==> config.mk <==
export PLATFORM = sky130hd
export DESIGN_NAME = rom_fetch_bridge
export DESIGN_NICKNAME = d
export VERILOG_FILES = /design/src/rtl/rom_fetch_bridge.sv
export SDC_FILE = /design/constraint.sdc
export NUM_CORES = 1
export LEC_CHECK = 0
export BUFFER_PORTS_ARGS = -buffer_cell sky130_fd_sc_hd__buf_2
export CAP_MARGIN = 20
export CORE_MARGIN = 3
export CORE_UTILIZATION = 54
export DETAILED_ROUTE_END_ITERATION = 10
export PLACE_DENSITY_LB_ADDON = 0.15
export SETUP_SLACK_MARGIN = 0.3
export SYNTH_ARGS = -nofsm -noshare
export SYNTH_HDL_FRONTEND = slang
export SYNTH_SLANG_ARGS = --single-unit
==> constraint.sdc <==
create_clock -name mclk -period 4.7 [get_ports mclk]
set_clock_uncertainty 0.05 [all_clocks]
set_input_delay 0.235 -clock mclk [delete_from_list [all_inputs] [get_ports mclk]]
set_output_delay 0.235 -clock mclk [all_outputs]
set_load 0.01 [all_outputs]
==> src/rtl/rom_fetch_bridge.sv <==
// ============================================================================
// Module   : rom_fetch_bridge
// Purpose  : Turns level-style mapper ROM strobes into single req/ack SDRAM
//            reads with address masking, byte-lane select and data hold.
//            Optional one-word prefetch buffer: define ROM_PREFETCH_EN.
// Revision : 1.0 - initial release
// ============================================================================
`default_nettype none

module rom_fetch_bridge #(
    parameter int ADDR_W = 24,
    parameter int DATA_W = 16
) (
    input  logic              mclk,
    input  logic              rst_n,
    input  logic [ADDR_W-1:0] rom_addr,
    input  logic              rom_ce_n,
    input  logic              rom_oe_n,
    input  logic              rom_word,
    input  logic [ADDR_W-1:0] rom_mask,
    output logic [DATA_W-1:0] rom_q,
    output logic              rom_busy,
    output logic              mem_req,
    output logic [ADDR_W-2:0] mem_addr,
    input  logic              mem_ack,
    input  logic [DATA_W-1:0] mem_dout
);

    localparam logic [1:0] ST_IDLE   = 2'd0;
    localparam logic [1:0] ST_WAIT   = 2'd1;
    localparam logic [1:0] ST_DONE   = 2'd2;
`ifdef ROM_PREFETCH_EN
    localparam logic [1:0] ST_PF_REQ = 2'd3;
`endif

    logic [ADDR_W-1:0] r_addr;
    logic [ADDR_W-1:0] r_mask;
    logic              r_ce_n;
    logic              r_oe_n;
    logic              r_word;
    logic              r_active_d;

    logic [1:0]        r_state;
    logic [ADDR_W:0]   r_key;
    logic [ADDR_W:0]   r_last_key;
    logic              r_last_vld;
    logic [DATA_W-1:0] r_data;
    logic              r_pending;
    logic              r_reeval;

    logic              w_active;
    logic              w_rose;
    logic [ADDR_W-1:0] w_maddr;
    logic [ADDR_W-2:0] w_word;
    logic [ADDR_W:0]   w_key;
    logic              w_new;
    logic              w_demand;
    logic              w_chg;
    logic [DATA_W/2-1:0] w_byte;
    logic [DATA_W-1:0] w_lane;

`ifdef ROM_PREFETCH_EN
    logic [ADDR_W-2:0] r_pf_addr;
    logic [DATA_W-1:0] r_pf_data;
    logic              r_pf_vld;
    logic              r_pf_stale;
    logic [ADDR_W-2:0] w_pf_word;
    logic              w_mask_chg;
`endif

    // Input stage S0: all mapper-side signals registered once
    always_ff @(posedge mclk) begin
        if (!rst_n) begin
            r_addr     <= '0;
            r_mask     <= '0;
            r_ce_n     <= 1'b1;
            r_oe_n     <= 1'b1;
            r_word     <= 1'b0;
            r_active_d <= 1'b0;
        end else begin
            r_addr     <= rom_addr;
            r_mask     <= rom_mask;
            r_ce_n     <= rom_ce_n;
            r_oe_n     <= rom_oe_n;
            r_word     <= rom_word;
            r_active_d <= w_active;
        end
    end

    assign w_active = ~r_ce_n & ~r_oe_n;
    assign w_rose   = w_active & ~r_active_d;
    assign w_maddr  = r_addr & r_mask;
    assign w_word   = w_maddr[ADDR_W-1:1];
    assign w_key    = {w_maddr, r_word};
    assign w_new    = w_active & (~r_last_vld | (w_key != r_last_key) | w_rose);
    assign w_demand = w_new | (w_active & r_reeval);
    // Anything the in-flight transfer will not satisfy
    assign w_chg    = w_active & ((w_key != r_key) | w_rose);

    // Key bit 0 is the word flag, bit 1 is byte-address bit 0
    assign w_byte   = r_key[1] ? r_data[DATA_W-1:DATA_W/2] : r_data[DATA_W/2-1:0];
    assign w_lane   = r_key[0] ? r_data : {w_byte, w_byte};

`ifdef ROM_PREFETCH_EN
    assign w_pf_word  = (r_key[ADDR_W:2] + 1'b1) & r_mask[ADDR_W-1:1];
    assign w_mask_chg = (rom_mask != r_mask);
`endif

    always_ff @(posedge mclk) begin
        if (!rst_n) begin
            r_state    <= ST_IDLE;
            rom_q      <= '0;
            rom_busy   <= 1'b0;
            mem_req    <= 1'b0;
            mem_addr   <= '0;
            r_key      <= '0;
            r_last_key <= '0;
            r_last_vld <= 1'b0;
            r_data     <= '0;
            r_pending  <= 1'b0;
            r_reeval   <= 1'b0;
`ifdef ROM_PREFETCH_EN
            r_pf_addr  <= '0;
            r_pf_data  <= '0;
            r_pf_vld   <= 1'b0;
            r_pf_stale <= 1'b0;
`endif
        end else begin
            case (r_state)
                ST_IDLE: begin
                    r_reeval <= 1'b0;
                    if (w_demand) begin
                        r_key     <= w_key;
                        r_pending <= 1'b0;
                        rom_busy  <= 1'b1;
`ifdef ROM_PREFETCH_EN
                        if (r_pf_vld && (w_word == r_pf_addr)) begin
                            r_data  <= r_pf_data;
                            r_state <= ST_DONE;
                        end else begin
                            r_pf_vld <= 1'b0;
                            mem_addr <= w_word;
                            mem_req  <= 1'b1;
                            r_state  <= ST_WAIT;
                        end
`else
                        mem_addr <= w_word;
                        mem_req  <= 1'b1;
                        r_state  <= ST_WAIT;
`endif
                    end
                end
                ST_WAIT: begin
                    if (w_chg) begin
                        r_pending <= 1'b1;
                    end
                    if (mem_ack) begin
                        r_data  <= mem_dout;
                        mem_req <= 1'b0;
                        r_state <= ST_DONE;
                    end
                end
                ST_DONE: begin
                    rom_q      <= w_lane;
                    rom_busy   <= 1'b0;
                    r_last_key <= r_key;
                    r_last_vld <= 1'b1;
                    r_pending  <= 1'b0;
                    if (r_pending || w_chg) begin
                        r_reeval <= 1'b1;
                        r_state  <= ST_IDLE;
                    end else begin
`ifdef ROM_PREFETCH_EN
                        mem_addr   <= w_pf_word;
                        mem_req    <= 1'b1;
                        r_pf_addr  <= w_pf_word;
                        r_pf_vld   <= 1'b0;
                        r_pf_stale <= 1'b0;
                        r_state    <= ST_PF_REQ;
`else
                        r_state    <= ST_IDLE;
`endif
                    end
                end
`ifdef ROM_PREFETCH_EN
                ST_PF_REQ: begin
                    if (w_new) begin
                        r_pending <= 1'b1;
                    end
                    if (w_mask_chg) begin
                        r_pf_stale <= 1'b1;
                    end
                    if (mem_ack) begin
                        r_pf_data <= mem_dout;
                        r_pf_vld  <= ~(r_pf_stale | w_mask_chg);
                        mem_req   <= 1'b0;
                        r_reeval  <= r_pending | w_new;
                        r_pending <= 1'b0;
                        r_state   <= ST_IDLE;
                    end
                end
`endif
                default: r_state <= ST_IDLE;
            endcase
`ifdef ROM_PREFETCH_EN
            // A mask change reshapes the address space under the buffer
            if (w_mask_chg && (r_state != ST_PF_REQ)) begin
                r_pf_vld <= 1'b0;
            end
`endif
        end
    end

endmodule

`default_nettype wire

After elaboration in Yosys (flattened, before gate mapping). Cells that the tools add are included.

Register bits after elaboration: 164. Input port bits: 70. Logic and storage cells: 65.

Eq/ne operators: 8. Mux-type cells: 14. Bitwise operators: 14. Reduce and logical (&&, ||, !) cells: 12.

Operators with widths (number): != test 25 bit (2); bitwise AND 24 bit (1); two-way mux 16 bit (1); AND reduction 2 bit (5); two-way mux 8 bit (1); != test 2 bit, second input constant (4); one-hot mux 1 bit (2 select lines) (3); AND reduction 3 bit (2); bitwise AND 1 bit (5); two-way mux 1 bit (5); two-way mux 2 bit (2); inverter 1 bit (4); bitwise OR 1 bit (4); one-hot mux 2 bit (2 select lines) (1); nonzero test 2 bit (2); one-hot mux 1 bit (3 select lines) (1); nonzero test 3 bit (1); == test 2 x 1 -> 1 bit, second input constant (1); == test 2 bit, second input constant (1); logical NOT 2 bit (1); logical OR 1 bit (1).

Depth between registers and ports, before layout.
Depth in word-level cells: 8. Gate-level depth with buffers: 8. Mapped depth without buffers: 6.

Least setup slack after synthesis. Ideal clock, no wire load.

Kind: flip-flop to flip-flop. From: register r_addr[19]. To: register r_state[0]. Library setup time: 0.115 ns. Arrival time: 1.459 ns. Slack: 3.076 ns. Cell stages (with the launch flop): 8. Clock period less this slack: 1.624 ns. Cell sequence: dfxtp_1 -> and3_1 -> o22ai_1 -> nor4_1 -> and4_4 -> clkbuf_4 -> nor2_2 -> o21a_1.

Longest elaborated chain between the ends: 8.

RTL lines: start: declaration (RTL line 36) `logic [ADDR_W-1:0] r_addr;`; start signal: assignment (RTL line 81) `r_addr <= rom_addr;`; bitwise AND 24 bit (RTL line 92) `assign w_maddr = r_addr & r_mask;`; != test 25 bit (RTL line 95) `assign w_new = w_active & (~r_last_vld | (w_key != r_last_key) | w_rose);`; bitwise OR 1 bit (2 in a row) (RTL line 95); bitwise AND 1 bit (RTL line 95); bitwise OR 1 bit (RTL line 96) `assign w_demand = w_new | (w_active & r_reeval);`; != test 2 bit (no line); AND reduction 2 bit (no line); end signal: assignment (RTL line 111) `r_state <= ST_IDLE;`; end signal: assignment (RTL line 149) `r_state <= ST_WAIT;`; end signal: assignment (RTL line 160) `r_state <= ST_DONE;`; end: declaration (RTL line 43) `logic [1:0] r_state;`.

Every way passes these cells. A chain may end at the register's enable or synchronous reset.

Worst setup path after layout.
From: register r_addr[19]. To: register rom_busy.

Longest elaborated chain between the ends: 8.

RTL lines: bitwise AND 24 bit (RTL line 92); != test 25 bit (RTL line 95); bitwise OR 1 bit (2 in a row) (RTL line 95); bitwise AND 1 bit (RTL line 95); bitwise OR 1 bit (RTL line 96); != test 2 bit (no line); AND reduction 2 bit (no line); end signal: assignment (RTL line 113) `rom_busy <= 1'b0;`; end signal: assignment (RTL line 135) `rom_busy <= 1'b1;`; end signal: assignment (RTL line 165) `rom_busy <= 1'b0;`; end: declaration (RTL line 22) `output logic rom_busy,`.

Every way passes these cells.

==> flow_summary.toml <==
[layout]
stdcell_area_sq_um = 7296
diodes = 0
area_delta_synth_final_pct = 28.78
final_core_util = 0.7296
final-instance-count-excl-fill = 957
layout.nets = 881
nFillCells = 805
drive_gt1_frac = 0.1796

[detailed_routing]
ant_nets = 0
vias = 5083
wirelength_um = 14370
drt-pass1-iter-count = 5
drc = 0
wire_per_inst_um = 15.02
drt_iter0_drc = 345
viasPerCell = 5.311

[clock_network]
postCtsSetupBuffers = 0
cts_resized = 0
clock_sinks = 141
cts-root-buf = "clkbuf_8"
cts_buffers = 17
cts_tree = "yes"
clock_path_buffers = 2
clk_pin_slew_worst_paths_ns = 0.06
clk-insertion-delay-late_ns = 0.53
cts-hold-fix-buffers = 68
cts_htree_levels = 4

[yosys]
syn_inst = 673
synth_cell_type_count = 34
synth_common_cells = "dfxtp_1 (141), nand2_1 (128), a21oi_1 (101)"
synth_edf_count = 0
synth.most_common_cell = "dfxtp_1"
synth_area_sq_um = 5665
syn_avg_cell_area_sq_um = 8.418
synthesis.nets = 743
synth_ff_type = "dfxtp_1"
synth_area_leaders = "dfxtp_1 (50%), a21oi_1 (8.9%), nand2_1 (8.5%), and2_1 (5.7%), xor2_1 (3.7%)"
yosysWarnings = 0
ys_seq_area_frac = 0.4982
synth_top_area_frac = 0.4982
yosysTopAreaCell = "dfxtp_1"
synth_async_sr_flop_share = 0
synth-seq-cells = 141

[sta]
hold_violations = 0
fin_ws_ns = 2.435
timing.fmax_mhz = 441.6
fin_crit_ns = 2.265
hold_slack_ns = 0.2628
tns_ns = 0
layout_worst_path_cycle_share = 0.4818
rsz0062_at_grt = "false"
slew_viol_final = 0
slew_headroom = 0.3227
setup_viol = 0
tightest_slew_ns = 1.015

[placement]
placed_cell_area_sq_um = 6072
port_buffers = 110
dp_slack_ns = 2.477
place_congestion = 0.7989
placed_cells = 857
hpwl_um = 8814

[grt]
track_usage = 0.2542
grt_pass1_vias = 4827
overflow = 0
grt_antenna_before_repair = 0
grt_start_max_net_pins = 74
grt_pass1_wl_um = 22980

[pwr]
internal-power_mw = 2.038
power.switching_uw = 575.3
fin_total_pwr_mw = 2.614
p_leak_nw = 2.968
vdd_ir_drop_max_v = 0.0002476
pwr-share-clk = 0.465
comb_power_share = 0.059
swShare = 0.2201
seq_power_share = 0.476
pwr_density_cell_nw_per_um2 = 358.2

[min_path]
hold_class = "input port to register"
hold_path.startpoint = "rst_n"

[flow_run]
cap_violations = 0

[setup_path]
crit_type = "register to register"
crit_required_ns = 5.07
cp_max_fo = 49
startpoint = "r_addr[19]$_SDFF_PN0_"
arrival_ns = 2.63
crit-reg2reg-launch = "r_addr[19]$_SDFF_PN0_"
end_kind = "register"
start_kind = "register"

[floorplanning]
die_w_um = 108.4
core_area_sq_um = 10000
std_cell_rows = 36
die_h_um = 108.4
die_area_sq_um = 11760
start_util = 0.5666
ioPinCount = 111

[run_status]
status = "complete, no violations"
-- layer usage --
metal	global-route usage	vias up	wire length (um)
li1	-	2506	-
met1	0.3166	2386	6350
met2	0.4170	160	6962
met3	0.07403	31	775
met4	0.09558	0	281
met5	0	-	0
-- cells by family (layout without fill, tap and decap cells) --
kind of cell,count (synthesis),in the layout,synth area share
AOI/OAI and AO/OA,159,159,0.1464
buffers and inverters,66,217,0.06316
muxes,9,9,0.01590
xor gates and xnor gates,30,30,0.04638
and+or+nand+nor,268,268,0.2299
DFF,141,141,0.4982
-- final timing paths --
path / to / slack [ns] / cells past startpoint
max: rom_busy$_SDFFE_PN0P_ / 2.44 / 6
min: r_ce_n$_SDFF_PN1_ / 0.26 / 3
max reg2reg: rom_busy$_SDFFE_PN0P_ / 2.44 / 6
min reg2reg: r_active_d$_SDFF_PN0_ / 0.38 / 1
-- power groups by stage --
stage / clock [mW] / sequential (mW) / combinational [mW]
2_1_floorplan: 0 / 1.26 / 0.0616
5_1_grt: 1.29 / 1.25 / 0.170
6_report: 1.22 / 1.24 / 0.155
3_3_place_gp: 0 / 1.27 / 0.106
3_5_place_dp: 0 / 1.27 / 0.109
4_1_cts: 1.23 / 1.24 / 0.153
-- worst max-delay path, cell delays in order, from the launching register on --
cell and delay [ns]:
dfxtp_1 0.34, and3_1 0.16, o22ai_1 0.12, nor4_1 0.50
and4_4 0.62, nor2_2 0.13, o21a_1 0.22
-- flip-flops by register name, indices dropped and copies added, names as in the netlist, 2 cells and up --
name        cells
mem_addr       23
rom_q          16
r_addr         24
r_mask         24
r_state         2
r_data         16
r_key           2
r_last_key     25
-- placed cells by master, fill, tap and decap left out, types with 20 or more instances in the layout --
cell,count
a21oi_1,101
and2_1,52
and3_1,20
buf_2,110
dfxtp_1,141
dlygate4sd3_1,68
nand2_1,128
nor2_1,21
o21ai_0,30
or3_1,24
xor2_1,24
-- cell type report --
cell class / instances / area (sq um) / share of cell area
flip-flops and latches: 141 / 2823 / 0.3869
well taps: 133 / 166.4 / 0.02281
multi-input cells: 466 / 2487 / 0.3409
inverters: 2 / 7.507 / 0.001029
repair buffers: 183 / 1269 / 0.1739
clock buffers: 22 / 452.9 / 0.06208
clock inverters: 10 / 90.09 / 0.01235
Note: power is estimated with default switching activity, not from simulation.
